`src/rtl/mem_stage.sv`:
```
// Memory-access stage: MIPS32 loads/stores on a request/ack data bus.
// Optional misaligned-access trap: define MEM_ALIGN_CHECK_EN.
module mem_stage (
    input  logic        clk,
    input  logic        rst,
    input  logic [4:0]  ex_wd,
    input  logic        ex_wreg,
    input  logic [31:0] ex_wdata,
    input  logic [31:0] ex_hi,
    input  logic [31:0] ex_lo,
    input  logic        ex_whilo,
    input  logic [7:0]  ex_aluop,
    input  logic [31:0] ex_mem_addr,
    input  logic [31:0] ex_reg2,
    output logic [4:0]  mem_wd,
    output logic        mem_wreg,
    output logic [31:0] mem_wdata,
    output logic [31:0] mem_hi,
    output logic [31:0] mem_lo,
    output logic        mem_whilo,
    output logic        stallreq,
    output logic        dbus_ce,
    output logic        dbus_we,
    output logic [31:0] dbus_addr,
    output logic [3:0]  dbus_sel,
    output logic [31:0] dbus_wdata,
    input  logic [31:0] dbus_rdata,
    input  logic        dbus_ack,
    output logic        addr_err
);
    localparam logic [7:0] EXE_LB_OP  = 8'b1110_0000;
    localparam logic [7:0] EXE_LH_OP  = 8'b1110_0001;
    localparam logic [7:0] EXE_LW_OP  = 8'b1110_0011;
    localparam logic [7:0] EXE_LBU_OP = 8'b1110_0100;
    localparam logic [7:0] EXE_LHU_OP = 8'b1110_0101;
    localparam logic [7:0] EXE_SB_OP  = 8'b1110_1000;
    localparam logic [7:0] EXE_SH_OP  = 8'b1110_1001;
    localparam logic [7:0] EXE_SW_OP  = 8'b1110_1011;

    typedef enum logic [1:0] {S_IDLE, S_WAIT, S_DONE} state_t;

    state_t      r_state;
    state_t      w_next;
    logic [31:0] r_rdata;
    logic        w_load, w_store, w_byte, w_half, w_word, w_sext;
    logic        w_err, w_go, w_ce, w_stall, w_cap;
    logic [1:0]  w_a;
    logic [7:0]  w_bval;
    logic [15:0] w_hval;
    logic [31:0] w_ld;
    logic [3:0]  w_sel;
    logic [31:0] w_bwdata;

    assign w_a = ex_mem_addr[1:0];

    always_comb begin
        w_load  = 1'b0;
        w_store = 1'b0;
        w_byte  = 1'b0;
        w_half  = 1'b0;
        w_word  = 1'b0;
        w_sext  = 1'b0;
        case (ex_aluop)
            EXE_LB_OP:  begin w_load = 1'b1; w_byte = 1'b1; w_sext = 1'b1; end
            EXE_LBU_OP: begin w_load = 1'b1; w_byte = 1'b1; end
            EXE_LH_OP:  begin w_load = 1'b1; w_half = 1'b1; w_sext = 1'b1; end
            EXE_LHU_OP: begin w_load = 1'b1; w_half = 1'b1; end
            EXE_LW_OP:  begin w_load = 1'b1; w_word = 1'b1; end
            EXE_SB_OP:  begin w_store = 1'b1; w_byte = 1'b1; end
            EXE_SH_OP:  begin w_store = 1'b1; w_half = 1'b1; end
            EXE_SW_OP:  begin w_store = 1'b1; w_word = 1'b1; end
            default:    ;
        endcase
    end

`ifdef MEM_ALIGN_CHECK_EN
    assign w_err = (w_half & w_a[0]) | (w_word & (w_a != 2'b00));
`else
    assign w_err = 1'b0;
`endif

    assign w_go = (w_load | w_store) & ~w_err;

    always_comb begin
        w_next  = r_state;
        w_ce    = 1'b0;
        w_stall = 1'b0;
        w_cap   = 1'b0;
        case (r_state)
            S_IDLE: begin
                if (w_go) begin
                    w_ce    = 1'b1;
                    w_stall = 1'b1;
                    w_cap   = dbus_ack;
                    w_next  = dbus_ack ? S_DONE : S_WAIT;
                end
            end
            S_WAIT: begin
                w_ce    = 1'b1;
                w_stall = 1'b1;
                if (dbus_ack) begin
                    w_cap  = 1'b1;
                    w_next = S_DONE;
                end
            end
            S_DONE:  w_next = S_IDLE;
            default: w_next = S_IDLE;
        endcase
    end

    always_ff @(posedge clk or posedge rst) begin
        if (rst) begin
            r_state <= S_IDLE;
            r_rdata <= 32'd0;
        end else begin
            r_state <= w_next;
            if (w_cap) r_rdata <= dbus_rdata;
        end
    end

    // Big-endian lanes: offset 0 is the most significant byte
    always_comb begin
        w_bval = r_rdata[7:0];
        case (w_a)
            2'd0:    w_bval = r_rdata[31:24];
            2'd1:    w_bval = r_rdata[23:16];
            2'd2:    w_bval = r_rdata[15:8];
            default: w_bval = r_rdata[7:0];
        endcase
        w_hval = w_a[1] ? r_rdata[15:0] : r_rdata[31:16];
        if (w_byte)
            w_ld = {{24{w_sext & w_bval[7]}}, w_bval};
        else if (w_half)
            w_ld = {{16{w_sext & w_hval[15]}}, w_hval};
        else
            w_ld = r_rdata;
    end

    always_comb begin
        if (w_byte) begin
            w_sel    = 4'b1000 >> w_a;
            w_bwdata = {4{ex_reg2[7:0]}};
        end else if (w_half) begin
            w_sel    = w_a[1] ? 4'b0011 : 4'b1100;
            w_bwdata = {2{ex_reg2[15:0]}};
        end else begin
            w_sel    = 4'b1111;
            w_bwdata = ex_reg2;
        end
    end

    always_comb begin
        mem_wd     = 5'd0;
        mem_wreg   = 1'b0;
        mem_wdata  = 32'd0;
        mem_hi     = 32'd0;
        mem_lo     = 32'd0;
        mem_whilo  = 1'b0;
        stallreq   = 1'b0;
        dbus_ce    = 1'b0;
        dbus_we    = 1'b0;
        dbus_addr  = 32'd0;
        dbus_sel   = 4'd0;
        dbus_wdata = 32'd0;
        addr_err   = 1'b0;
        if (!rst) begin
            mem_wd    = ex_wd;
            mem_wreg  = ex_wreg & ~w_err;
            mem_wdata = w_load ? w_ld : ex_wdata;
            mem_hi    = ex_hi;
            mem_lo    = ex_lo;
            mem_whilo = ex_whilo & ~w_err;
            stallreq  = w_stall;
            dbus_ce   = w_ce;
            addr_err  = w_err;
            if (w_ce) begin
                dbus_we    = w_store;
                dbus_addr  = {ex_mem_addr[31:2], 2'b00};
                dbus_sel   = w_sel;
                dbus_wdata = w_bwdata;
            end
        end
    end
endmodule
```
`config.mk`:
```
export PLATFORM = sky130hd
export DESIGN_NAME = mem_stage
export DESIGN_NICKNAME = d
export VERILOG_FILES = /design/src/rtl/mem_stage.sv
export SDC_FILE = /design/constraint.sdc
export NUM_CORES = 1
export LEC_CHECK = 0
export BUFFER_PORTS_ARGS = -buffer_cell sky130_fd_sc_hd__buf_2
export CORE_AREA = 2 2 151 153
export CTS_CLUSTER_DIAMETER = 200
export CTS_CLUSTER_SIZE = 28
export DETAILED_ROUTE_END_ITERATION = 8
export DIE_AREA = 0 0 153 155
export GPL_ROUTABILITY_DRIVEN = 0
export PLACE_DENSITY_LB_ADDON = 0.25
export SYNTH_ARGS = -nofsm -noshare
export SYNTH_HDL_FRONTEND = slang
export SYNTH_SLANG_ARGS = --single-unit
```
`constraint.sdc`:
```
create_clock -name clk -period 5.56 [get_ports clk]
set_input_delay 0.834 -clock clk [delete_from_list [all_inputs] [get_ports clk]]
set_output_delay 0.834 -clock clk [all_outputs]
set_load 0.02 [all_outputs]
```
==> results.txt, run 1 <==
* Number of maximum-capacitance violations: 0
- Starting density of the core: 17.07%
- Number of antenna violations at the first check in global routing: 1
- Number of setup buffers added after CTS: 0
* Slew at the pin closest to its max-slew limit: 0.8859 ns
- The Yosys step of the flow raised 0 warnings.
- STA classifies the critical path startpoint as a primary input.
- The path with the worst hold slack has its endpoint at r_state[0]$_DFFE_PP0P_.
- Static timing analysis puts the maximum clock frequency at 0.2682 GHz.
- Depth of the worst register-to-register path: 3
- Summed over all nets, the half-perimeter wirelength after detailed placement is 17.46 mm.
- 0 antenna diodes ended up in the layout.
- Number of synthesized register bits: 34
* Drc violations: 0
* Largest driver fanout on the critical path: 9
- Gates resized during post-CTS repair numbered 0.
* Number of clock sinks: 34
- In this run the power density over the cells is 206.0 mW/mm².
- STA puts the critical path data arrival time at 2.90 ns.
- Number of buffers inserted by port buffering: 381
- The number of pins with negative max-slew slack in the final report was 0.
- The number of global-route vias before repair was 4536.
* Sum of overflow across all layers after global routing: 0
- Post-route clock skew: 0.006064 ns
* R2R Setup Slk: 3.94 ns
- Leakage dissipation: 3.430 nW
- Post-synth EDFFs: 0
- Die area: 0.02372 mm²
- After synthesis, the netlist uses 47 different library cells.
* Hold Crit Start: r_state[1]$_DFFE_PP0P_
- Clock Root Buffer: sky130_fd_sc_hd__clkbuf_16
- Required time of the worst setup path: 4.73 ns
- The detail route stage leaves a number of antenna-violating nets equal to 0.
- Detailed routing inserted a total of 4705 vias.
- After synthesis, the cell types taking the most area are sky130_fd_sc_hd__dfrtp_1 (22%), sky130_fd_sc_hd__nor2b_1 (12%), sky130_fd_sc_hd__mux2_4 (11%), sky130_fd_sc_hd__and2_1 (6.3%), sky130_fd_sc_hd__mux2i_1 (5.0%).
* Part of the Yosys area used for sequential elements: 22.42%
- The endpoint identified for the worst register-to-register timing path is r_rdata[24]$_DFFE_PP0P_.
- In this run, post-CTS hold repair placed 0 buffers.
- Leading cell type in the layout, fill and taps excluded: sky130_fd_sc_hd__buf_2
* Summed instance area of the synthesized netlist: 0.003795 mm²
- Startpoint of the lowest-slack register-to-register path: r_state[0]$_DFFE_PP0P_
- Cell type with the highest aggregate area in the netlist: sky130_fd_sc_hd__dfrtp_1
- After clock tree synthesis, the clock-pin slew on the worst setup and hold paths is 0.06 ns.
- Routed WL: 20.83 mm
- The first global-routing pass estimated 29.74 mm of wire.
- First-iteration detailed-routing DRC count: 274
- Ratio of final minimum period to clock period: 67.07%
- Entering global routing, the biggest net connects 72 pins.
- TritonCTS built the clock tree.
- Setup_tns: 0 ns
* Synthesized area divided by synthesized cell count: 8.471 µm²
- Detailed-route wire length per cell: 19.15 µm
- H-Tree Level Count: 2
- Die outline height: 155 µm
- Measured along the x axis, the die boundary spans 153 µm.
* Hold Worst Slack: 0.4522 ns
* Worst setup path class: primary input to output pin
* Status: complete, no violations
- The worst path needs 3.729 ns of the cycle, external delays included.
* Cts bufs inserted: 5
* Most frequent cells in the layout: sky130_fd_sc_hd__buf_2 (381), sky130_fd_sc_hd__nor2b_1 (74), sky130_fd_sc_hd__nand2_1 (42)
- For the worst-skew pair, the clock arrives at the later sink with an insertion delay of 0.28 ns.
* Area of the core: 0.02223 mm²
- Primary flip-flop cell chosen by synthesis mapping: sky130_fd_sc_hd__dfrtp_1
- # nets final: 1012
* Standard-cell rows: 55
- Critical path capture point type: output pin
* I/O Pins: 385
- Number of detailed-route iterations in the first pass: 4
- After detailed routing, the number of vias per cell comes to 4.324.
- After synthesis, the largest area contributor takes up 22.42% of total cell area.
* Maximum buffer depth of the clock tree: 2
- The number of endpoints with negative hold slack in the final report came to 0.
* Cell depth of the worst hold path: 1
* Max VDD drop: 0.09807 mV
- Counting every instance in the synthesized netlist gives 448.
* Fraction of layout cells with a size suffix above 1: 55.67%
- All-layer global routing usage: 16.43%
- The area growth from synthesis to layout is 59.12%.
- Tightest Hold Check Type: register to register
* Worst slew margin relative to its limit: 40.48%
- Setup violation total in the final timing report: 0
- After synthesis, the share of flip-flops with an asynchronous set or reset is 100.0%.
* Setup repair after global routing missed its margin: false
## registers in the layout, summed over array words and instances (netlist names)
signal,count
r_state,2
r_rdata,32
## how the worst max path moves through the flow
| stage | startpoint | endpoint | slack (ns) | depth (start not counted) |
|---|---|---|---|---|
| 2_1_floorplan | rst | mem_wdata[22] | 1.85 | 4 |
| 3_3_place_gp | ex_aluop[4] | mem_wdata[12] | 1.85 | 6 |
| 5_1_grt | ex_aluop[0] | dbus_addr[31] | 1.68 | 8 |
| 3_5_place_dp | ex_aluop[4] | mem_wdata[9] | 1.79 | 6 |
| 4_1_cts | ex_aluop[4] | mem_wdata[9] | 1.80 | 6 |
| 6_report | ex_aluop[4] | mem_wdata[13] | 1.83 | 6 |
## synthesized netlist by cell type, types with 3 or more instances
master / number
sky130_fd_sc_hd__a211oi_1: 8
sky130_fd_sc_hd__a21oi_1: 21
sky130_fd_sc_hd__a31oi_1: 23
sky130_fd_sc_hd__and2_1: 38
sky130_fd_sc_hd__buf_2: 10
sky130_fd_sc_hd__buf_4: 7
sky130_fd_sc_hd__buf_6: 6
sky130_fd_sc_hd__clkbuf_1: 16
sky130_fd_sc_hd__clkbuf_2: 4
sky130_fd_sc_hd__dfrtp_1: 34
sky130_fd_sc_hd__inv_1: 6
sky130_fd_sc_hd__mux2_2: 3
sky130_fd_sc_hd__mux2_4: 29
sky130_fd_sc_hd__mux2i_1: 19
sky130_fd_sc_hd__mux4_2: 7
sky130_fd_sc_hd__nand2_1: 42
sky130_fd_sc_hd__nand2b_1: 4
sky130_fd_sc_hd__nand3_1: 3
sky130_fd_sc_hd__nor2_1: 22
sky130_fd_sc_hd__nor2b_1: 74
sky130_fd_sc_hd__o21ai_0: 22
sky130_fd_sc_hd__o21ai_1: 3
sky130_fd_sc_hd__o21bai_1: 8
sky130_fd_sc_hd__o22ai_1: 7
sky130_fd_sc_hd__o2bb2ai_1: 8
## where the power goes
group          internal, W  switching [W]
clock network     0.000211       0.000109
registers         0.000324       0.000101
logic             0.000262       0.000237
## layer usage
layer  up-vias  routed length (µm)  track usage, %
met4         2                 206           2.778
met2       207               10980           29.96
li1       2274                   -               -
met1      2212                8504           20.45
met3        10                1123           3.036
met5         -                  13               0
## per-stage QoR
step                      std cells  worst slack [ns]  cell area (µm²)  util, %  total power [W]
after CTS                      1088             1.796             6038    27.17         0.001262
after global placement         1080             1.853             5868    26.40        0.0009325
after floorplan                 450             1.849             3802        -        0.0007100
after global routing           1088             1.682             6038    27.17         0.001320
after detailed placement       1080             1.793             5868    26.40        0.0009335
final                          1088             1.831             6038    27.17         0.001244
## worst max-delay path, cell delays in order
cell,delay (ns)
sky130_fd_sc_hd__buf_2,0.10
sky130_fd_sc_hd__and4b_1,0.37
sky130_fd_sc_hd__nand3_1,0.51
sky130_fd_sc_hd__o311ai_4,0.75
sky130_fd_sc_hd__o2bb2ai_1,0.14
sky130_fd_sc_hd__buf_2,0.18
## logic make-up after synthesis
kind of cell    Yosys count  synth area share [%]
other cells               1               0.09882
mux                      58                 21.53
buf+inv                  50                 7.286
compound gates          112                 20.24
simple gates            193                 28.42
flops                    34                 22.42
## cell type report
cell class	instances	area (µm²)
inverters	7	26.28
flip-flops and latches	34	850.8
fillers	2505	16190
clock buffers	5	125.1
repair buffers	388	1959
well taps	285	356.6
clock inverters	3	45.04
multi-input cells	366	2675
Power figures use the tool's default switching activity.
==> inputs of run 2 (changes only) <==
==> constraint.sdc (replaced) <==
create_clock -name clk -period 3.9 [get_ports clk]
set_input_delay 0.585 -clock clk [delete_from_list [all_inputs] [get_ports clk]]
set_output_delay 0.585 -clock clk [all_outputs]
set_load 0.02 [all_outputs]
==> results.txt, run 2 (synthesized netlist as in run 1, its figures left out) <==
- Slew at the pin closest to its max-slew limit: 0.8599 ns (was 0.8859 ns)
* Total number of vias: 4644 (was 4705)
- Signed area change from the synthesized netlist to the final layout: 59.81% (was 59.12%)
- Sum of overflow across all layers after global routing: 0 (unchanged)
* Number of global-route vias before repair: 4461 (was 4536)
* TritonCTS clock tree: yes (unchanged)
- Routed WL: 20.82 mm (was 20.83 mm)
- Top Registers: r_rdata: 32 flops, r_state: 2 flops (unchanged)
- The leading cell type in the layout, fill and taps excluded was sky130_fd_sc_hd__buf_2 (unchanged).
* I/O Pins: 385 (unchanged)
* Hold Crit Start: r_state[1]$_DFFE_PP0P_ (unchanged)
- Worst setup path start: ex_aluop[4] (unchanged)
* Cell depth of the worst hold path: 1 (unchanged)
- The maximum buffer depth of the clock tree is 2 (unchanged).
- The post-CTS setup repair buffer count is 0 (unchanged).
- Clock input transition at the sequential cells of the worst setup and hold paths: 0.05 ns (was 0.06 ns)
- Setup repair after global routing missed its margin: false (unchanged)
* Global-route wire length before repair: 29.52 mm (was 29.74 mm)
- Required time of the worst setup path: 3.31 ns (was 4.73 ns)
- The arrival time at the worst endpoint came to 2.55 ns (was 2.90 ns).
* All-layer global routing usage: 16.49% (was 16.43%)
* Cts bufs inserted: 5 (unchanged)
- Standard-cell rows: 55 (unchanged)
- In the finished design, the share of the clock period the worst path needs comes to 80.48%.
- Count of final hold-check violations: 0 (unchanged)
* Fin util: 27.28% (was 27.17%)
- Chip Width: 153 µm (unchanged)
- The filler-free cell count of the finished design is 1092 (was 1088).
* Fraction of layout cells with a size suffix above 1: 55.78% (was 55.67%)
* Setup violation total in the final timing report: 0 (unchanged)
- The die height is 155 µm (unchanged).
- Minimum period implied by the final worst setup slack: 3.139 ns
* Startpoint of the lowest-slack register-to-register path: r_state[0]$_DFFE_PP0P_ (unchanged)
- Most frequent cells in the layout: sky130_fd_sc_hd__buf_2 (381), sky130_fd_sc_hd__nor2b_1 (74), sky130_fd_sc_hd__nand2_1 (42) (unchanged)
* Fmax achieved: 0.3186 GHz
- Slew Limit Fails: 0 (unchanged)
- The highest fanout seen on the critical path was 37 (was 9).
- The number of nets in the layout came to 1015 (was 1012).
- Status: complete, no violations (unchanged).
- The cell count after placement is 1083 (was 1080).
* Worst setup path class: primary input to output pin (unchanged)
- Number of antenna violations at the first check in global routing: 4 (was 1)
- The largest register by flop count is r_rdata (unchanged).
* Post-route clock skew: 0.003144 ns (was 0.006064 ns)
* Starting density of the core: 17.07% (unchanged)
- The maximum number of pins on one net before global-route repair was 73 (was 72).
- Area of the core: 0.02223 mm² (unchanged)
- The count of TritonRoute iterations in the first routing pass came to 4 (unchanged).
* Drc violations: 0 (unchanged)
- The detailed-route vias per instance came to 4.253 (was 4.324).
- Clock Root Buffer: sky130_fd_sc_hd__clkbuf_16 (unchanged)
* Max VDD drop: 0.1559 mV (was 0.09807 mV)
* Final design instance area without fill: 0.006065 mm² (was 0.006038 mm²)
- First-iteration detailed-routing DRC count: 227 (was 274)
- The wire length per cell was 19.06 µm (was 19.15 µm).
* Number of maximum-capacitance violations: 0 (unchanged)
- Number of nets still failing antenna checks after routing: 0 (unchanged)
* Half-perimeter wire length of the detailed placement result: 17.53 mm (was 17.46 mm)
* Final Power: 0.001783 W (was 0.001244 W)
- The worst max-slew margin expressed relative to the limit is 42.46% (was 40.48%).
- Number of clock sinks: 34 (unchanged)
- The quantity of gates resized following cts came to 0 (unchanged).
* Flip-flop count of the largest register after layout: 32 (unchanged)
- Area of placed instances: 0.005891 mm² (was 0.005868 mm²)
* Die area: 0.02372 mm² (unchanged)
- Number of buffers inserted by port buffering: 381 (unchanged)
* Setup_tns: 0 ns (unchanged)
* Leakage dissipation: 3.451 nW (was 3.430 nW)
- The H-tree depth reported by CTS was 2 (unchanged).
- The worst hold-check path type was register to register (unchanged).
- Clock latency at the later pin of the worst-skew pair: 0.28 ns (about the same)
* Number of buffers inserted by hold repair at cts: 0 (unchanged)
* Critical path capture point type: output pin (unchanged)
- The startpoint kind of the worst setup timing path is a primary input (unchanged).
- Depth of the worst register-to-register path: 3 (unchanged)
* Power density over the cells: 294.0 mW/mm² (was 206.0 mW/mm²)
==> run 2: final cells by class <==
cell class,count,area (µm²)
Timing Repair Buffer,391,1982
Antenna cell,2,5.005
Clock inverter,1,30.03
Sequential cell,34,850.8
Multi-Input combinational cell,366,2675
Fill cell,2498,16160
Tap cell,285,356.6
Clock buffer,6,138.9
Inverter,7,26.28
==> run 2: power by group <==
group | total [W] | internal (W) | switching (W) | leakage (nW)
sequential | 0.000604 | 0.000462 | 0.000142 | 0.422
clock | 0.000463 | 0.000315 | 0.000148 | 0.0830
combinational | 0.000715 | 0.000374 | 0.000341 | 2.95
total | 0.00178 | 0.00115 | 0.000631 | 3.45
==> run 2: path summary, 6_finish.rpt <==
path / end / slack, ns
hold / removal: r_state[0]$_DFFE_PP0P_ / 0.46
min in group asynchronous: r_state[0]$_DFFE_PP0P_ / 0.55
setup / recovery: mem_wdata[2] / 0.76
hold reg to reg: r_state[0]$_DFFE_PP0P_ / 0.46
max in group asynchronous: r_rdata[3]$_DFFE_PP0P_ / 2.89
setup reg to reg: r_rdata[25]$_DFFE_PP0P_ / 2.16
==> run 2: metrics by stage <==
stage / setup slack (ns) / hold WS, ns
3_5_place_dp: 0.7689 / 0.4602
4_1_cts: 0.7618 / 0.4654
2_1_floorplan: 0.6871 / 0.4315
5_1_grt: 0.6360 / 0.4770
6_report: 0.7615 / 0.4604
3_3_place_gp: 0.7747 / 0.4486
==> run 2: worst max-delay path: stages <==
cell and delay [ns]:
sky130_fd_sc_hd__buf_2 0.11, sky130_fd_sc_hd__nand4b_4 0.25, sky130_fd_sc_hd__a211oi_4 0.49, sky130_fd_sc_hd__buf_4 0.40
sky130_fd_sc_hd__o21ai_0 0.19, sky130_fd_sc_hd__a31oi_1 0.30, sky130_fd_sc_hd__buf_2 0.22
==> run 2: metal layers <==
layer,GRT usage [%],vias up,wire length (µm)
met3,3.788,20,1387
li1,-,2276,-
met4,4.101,6,371
met5,0,-,34
met1,19.95,2155,8355
met2,29.60,187,10670
==> inputs of run 3 (changes only) <==
--- a/config.mk
+++ b/config.mk
@@ -5,6 +5,7 @@
 export SDC_FILE = /design/constraint.sdc
 export NUM_CORES = 1
 export LEC_CHECK = 0
+export ABC_AREA = 1
 export BUFFER_PORTS_ARGS = -buffer_cell sky130_fd_sc_hd__buf_2
 export CORE_AREA = 2 2 151 153
 export CTS_CLUSTER_DIAMETER = 200
==> constraint.sdc (replaced) <==
create_clock -name clk -period 3.2 [get_ports clk]
set_input_delay 0.48 -clock clk [delete_from_list [all_inputs] [get_ports clk]]
set_output_delay 0.48 -clock clk [all_outputs]
set_load 0.02 [all_outputs]
==> results.txt, run 3 <==
- The transition time at the pin with the least slew margin is 0.7202 ns (was 0.8599 ns).
- The worst voltage drop across the vdd grid came to 0.2074 mV (was 0.1559 mV).
- Leading cell types by count after synthesis: sky130_fd_sc_hd__nand2_1 (195), sky130_fd_sc_hd__inv_1 (179), sky130_fd_sc_hd__nor2_1 (170), sky130_fd_sc_hd__o21ai_0 (71), sky130_fd_sc_hd__nand3_1 (51) (was sky130_fd_sc_hd__nor2b_1 (74), sky130_fd_sc_hd__nand2_1 (42), sky130_fd_sc_hd__and2_1 (38), sky130_fd_sc_hd__dfrtp_1 (34), sky130_fd_sc_hd__mux2_4 (29))
- Dominant cell by count in the synthesized netlist: sky130_fd_sc_hd__nand2_1 (was sky130_fd_sc_hd__nor2b_1)
- Number of synthesized register bits: 34 (unchanged)
* Pre-CTS setup slack: 0.3391 ns (was 0.7689 ns)
* I/O Pins: 385 (unchanged)
* Leading cell type in the layout, fill and taps excluded: sky130_fd_sc_hd__buf_2 (unchanged)
* Depth of the worst register-to-register path: 5 (was 3)
- The number of buffers inserted by hold repair at cts is 0 (unchanged).
- Setup_tns: 0 ns (unchanged)
- The number of synthesized flops with an enable pin came to 0 (unchanged).
* Maximum buffer depth of the clock tree: 2 (unchanged)
* Clock input transition at the sequential cells of the worst setup and hold paths: 0.05 ns (about the same)
* Largest net degree at the start of global routing: 72 (was 73)
- The wire length per cell is 15.74 µm (was 19.06 µm).
- Fraction of layout cells with a size suffix above 1: 35.23% (was 55.78%)
* Chip Width: 153 µm (unchanged)
- Half-perimeter wire length of the detailed placement result: 19.38 mm (was 17.53 mm)
- Count of final hold-check violations: 0 (unchanged)
- The quantity of gates resized following cts is 0 (unchanged).
- Post-route clock skew: 0.005316 ns (was 0.003144 ns)
* Number of detailed-route iterations in the first pass: 5 (was 4)
- First-iteration detailed-routing DRC count: 512 (was 227)
- Number of antenna violations at the first check in global routing: 6 (was 4)
- Critical path capture point type: output pin (unchanged)
- The startpoint kind of the worst setup timing path is a primary input (unchanged).
* Number of clock sinks: 34 (unchanged)
* Tightest Hold Check Type: primary input to asynchronous set/reset pin (was register to register)
* Ant diodes: 0 (was 2)
- Sum of overflow across all layers after global routing: 0 (unchanged)
- Minimum period implied by the final worst setup slack: 2.803 ns
* Power density over the cells: 344.8 mW/mm² (was 294.0 mW/mm²)
- Post-synthesis instance total: 841 (was 448)
- Worst setup path class: primary input to output pin (unchanged)
* Synthesized area divided by synthesized cell count: 5.072 µm² (was 8.471 µm²)
* Startpoint of the lowest-slack register-to-register path: r_state[1]$_DFFE_PP0P_ (was r_state[0]$_DFFE_PP0P_)
* Flip-flop count of the largest register after layout: 32 (unchanged)
- The initial cell density of the core came to 19.19% (was 17.07%).
- Total number of vias: 6407 (was 4644)
- Vias/cell: 4.320 (was 4.253)
- Area of the core: 0.02223 mm² (unchanged)
* Top Registers: r_rdata: 32 flops, r_state: 2 flops (unchanged)
- The final design utilization was 29.63% (was 27.28%).
* # nets final: 1407 (was 1015)
- Status: complete, no violations (unchanged)
- The cell accounting for the most synthesized area was sky130_fd_sc_hd__dfrtp_1 (unchanged).
- Leakage dissipation: 4.537 nW (was 3.451 nW)
* All-layer global routing usage: 18.55% (was 16.49%)
* Number of nets still failing antenna checks after routing: 0 (unchanged)
- The highest fanout seen on the critical path came to 58 (was 37).
- The share of async-settable or async-resettable flops after synthesis came to 100.0% (unchanged).
- The share of the synthesized area in the top cell type is 19.95% (was 22.42%).
- Final design instance area without fill: 0.006586 mm² (was 0.006065 mm²)
* Cts bufs inserted: 5 (unchanged)
- Ratio of final minimum period to clock period: 87.59%
- The final wirelength came to 23.34 mm (was 20.82 mm).
* H-Tree Level Count: 2 (unchanged)
* Area of placed instances: 0.006439 mm² (was 0.005891 mm²)
* TritonCTS clock tree: yes (unchanged)
- The primary flip-flop cell chosen by synthesis mapping is sky130_fd_sc_hd__dfrtp_1 (unchanged).
- Worst setup slack after layout: 0.3972 ns (was 0.7615 ns)
- The cell area after technology mapping is 0.004265 mm² (was 0.003795 mm²).
- Top cells by area in the synthesized netlist: sky130_fd_sc_hd__dfrtp_1 (20%), sky130_fd_sc_hd__nand2_1 (17%), sky130_fd_sc_hd__inv_1 (16%), sky130_fd_sc_hd__nor2_1 (15%), sky130_fd_sc_hd__o21ai_0 (8.3%) (was sky130_fd_sc_hd__dfrtp_1 (22%), sky130_fd_sc_hd__nor2b_1 (12%), sky130_fd_sc_hd__mux2_4 (11%), sky130_fd_sc_hd__and2_1 (6.3%), sky130_fd_sc_hd__mux2i_1 (5.0%))
- The arrival time at the worst endpoint came to 2.32 ns (was 2.55 ns).
- The post-CTS setup repair buffer count was 0 (unchanged).
* Setup violation total in the final timing report: 0 (unchanged)
- Worst slew margin relative to its limit: 51.94% (was 42.46%)
* Die outline height: 155 µm (unchanged)
* R2R Setup Slk: 1.58 ns (was 2.16 ns)
- Global-route wire length before repair: 34.38 mm (was 29.52 mm)
- Signed area change from the synthesized netlist to the final layout: 54.41% (was 59.81%)
- The number of placement rows was 55 (unchanged).
* Most flop-heavy register: r_rdata (unchanged)
* Synth unique cells: 24 (was 47)
- Syn. warnings: 0 (unchanged)
- The number of I/O port buffers was 381 (unchanged).
* Clock Root Buffer: sky130_fd_sc_hd__clkbuf_16 (unchanged)
* Required time of the worst setup path: 2.72 ns (was 3.31 ns)
* Fmax achieved: 0.3568 GHz
- The clock insertion delay at the later pin of the skew report came to 0.28 ns (about the same).
* Most frequent cells in the layout: sky130_fd_sc_hd__buf_2 (381), sky130_fd_sc_hd__nand2_1 (195), sky130_fd_sc_hd__inv_1 (178) (was sky130_fd_sc_hd__buf_2 (381), sky130_fd_sc_hd__nor2b_1 (74), sky130_fd_sc_hd__nand2_1 (42))
- Reg2Reg Capture Point: r_rdata[15]$_DFFE_PP0P_ (was r_rdata[25]$_DFFE_PP0P_)
* Die area: 0.02372 mm² (unchanged)
- Slew Limit Fails: 0 (unchanged)
* Number of maximum-capacitance violations: 0 (unchanged)
* Drc violations: 0 (unchanged)
- Setup repair after global routing missed its margin: false (unchanged)
- The share of the yosys chip area belonging to registers was 19.95% (was 22.42%).
* Number of global-route vias before repair: 5822 (was 4461)
run 3: layer usage:
| layer | wire, µm | vias to the layer above | GRT usage, % |
|---|---|---|---|
| met5 | 21 | - | 0 |
| li1 | - | 3223 | - |
| met2 | 10960 | 283 | 31.30 |
| met1 | 10410 | 2873 | 25.41 |
| met4 | 338 | 4 | 3.439 |
| met3 | 1599 | 24 | 2.758 |
run 3: report_power, final:
group / switching (W) / total (W) / internal (W) / leakage, nW
clock network: 0.000178 / 0.000486 / 0.000308 / 0.0739
registers: 0.000177 / 0.000746 / 0.000569 / 0.435
logic: 0.000650 / 0.00104 / 0.000389 / 4.03
run 3: area by class of cell:
| type | instances | area, µm² |
|---|---|---|
| clock inverters | 1 | 5.005 |
| well taps | 285 | 356.6 |
| flip-flops and latches | 34 | 850.8 |
| repair buffers | 402 | 2077 |
| fillers | 2639 | 15640 |
| clock buffers | 7 | 142.6 |
| inverters | 182 | 683.2 |
| multi-input cells | 572 | 2471 |
run 3: logic make-up after synthesis:
kind of cell | Yosys count | synth area share, %
other | 1 | 0.08792
AO/OA/AOI/OAI | 124 | 15.11
flip-flops | 34 | 19.95
buffers and inverters | 237 | 22.35
AND/OR/NAND/NOR | 445 | 42.50
run 3: worst max-delay path by stage:
stage                      from       endpoint  cells past startpoint
global route        ex_aluop[4]  mem_wdata[31]                     10
global placement    ex_aluop[4]  mem_wdata[19]                     10
detailed placement  ex_aluop[4]  mem_wdata[19]                     10
finish              ex_aluop[4]  mem_wdata[31]                     10
floorplan                   rst  mem_wdata[22]                      5
CTS                 ex_aluop[4]  mem_wdata[19]                     10
run 3: stage by stage:
| stage | hold WS [ns] | std cells | power (W) |
|---|---|---|---|
| floorplan | 0.4419 | 843 | 0.001310 |
| global placement | 0.4389 | 1475 | 0.001795 |
| detailed placement | 0.4409 | 1475 | 0.001796 |
| CTS | 0.1450 | 1483 | 0.002286 |
| global route | 0.1639 | 1483 | 0.002448 |
| finish | 0.1369 | 1483 | 0.002271 |
run 3: critical path, stage by stage:
cell,delay [ns]
sky130_fd_sc_hd__buf_2,0.10
sky130_fd_sc_hd__inv_1,0.06
sky130_fd_sc_hd__nand4_1,0.14
sky130_fd_sc_hd__nor2_1,0.24
sky130_fd_sc_hd__nand2_1,0.12
sky130_fd_sc_hd__nand2_2,0.11
sky130_fd_sc_hd__buf_4,0.46
sky130_fd_sc_hd__o21ai_0,0.19
sky130_fd_sc_hd__a21oi_1,0.20
sky130_fd_sc_hd__buf_2,0.20
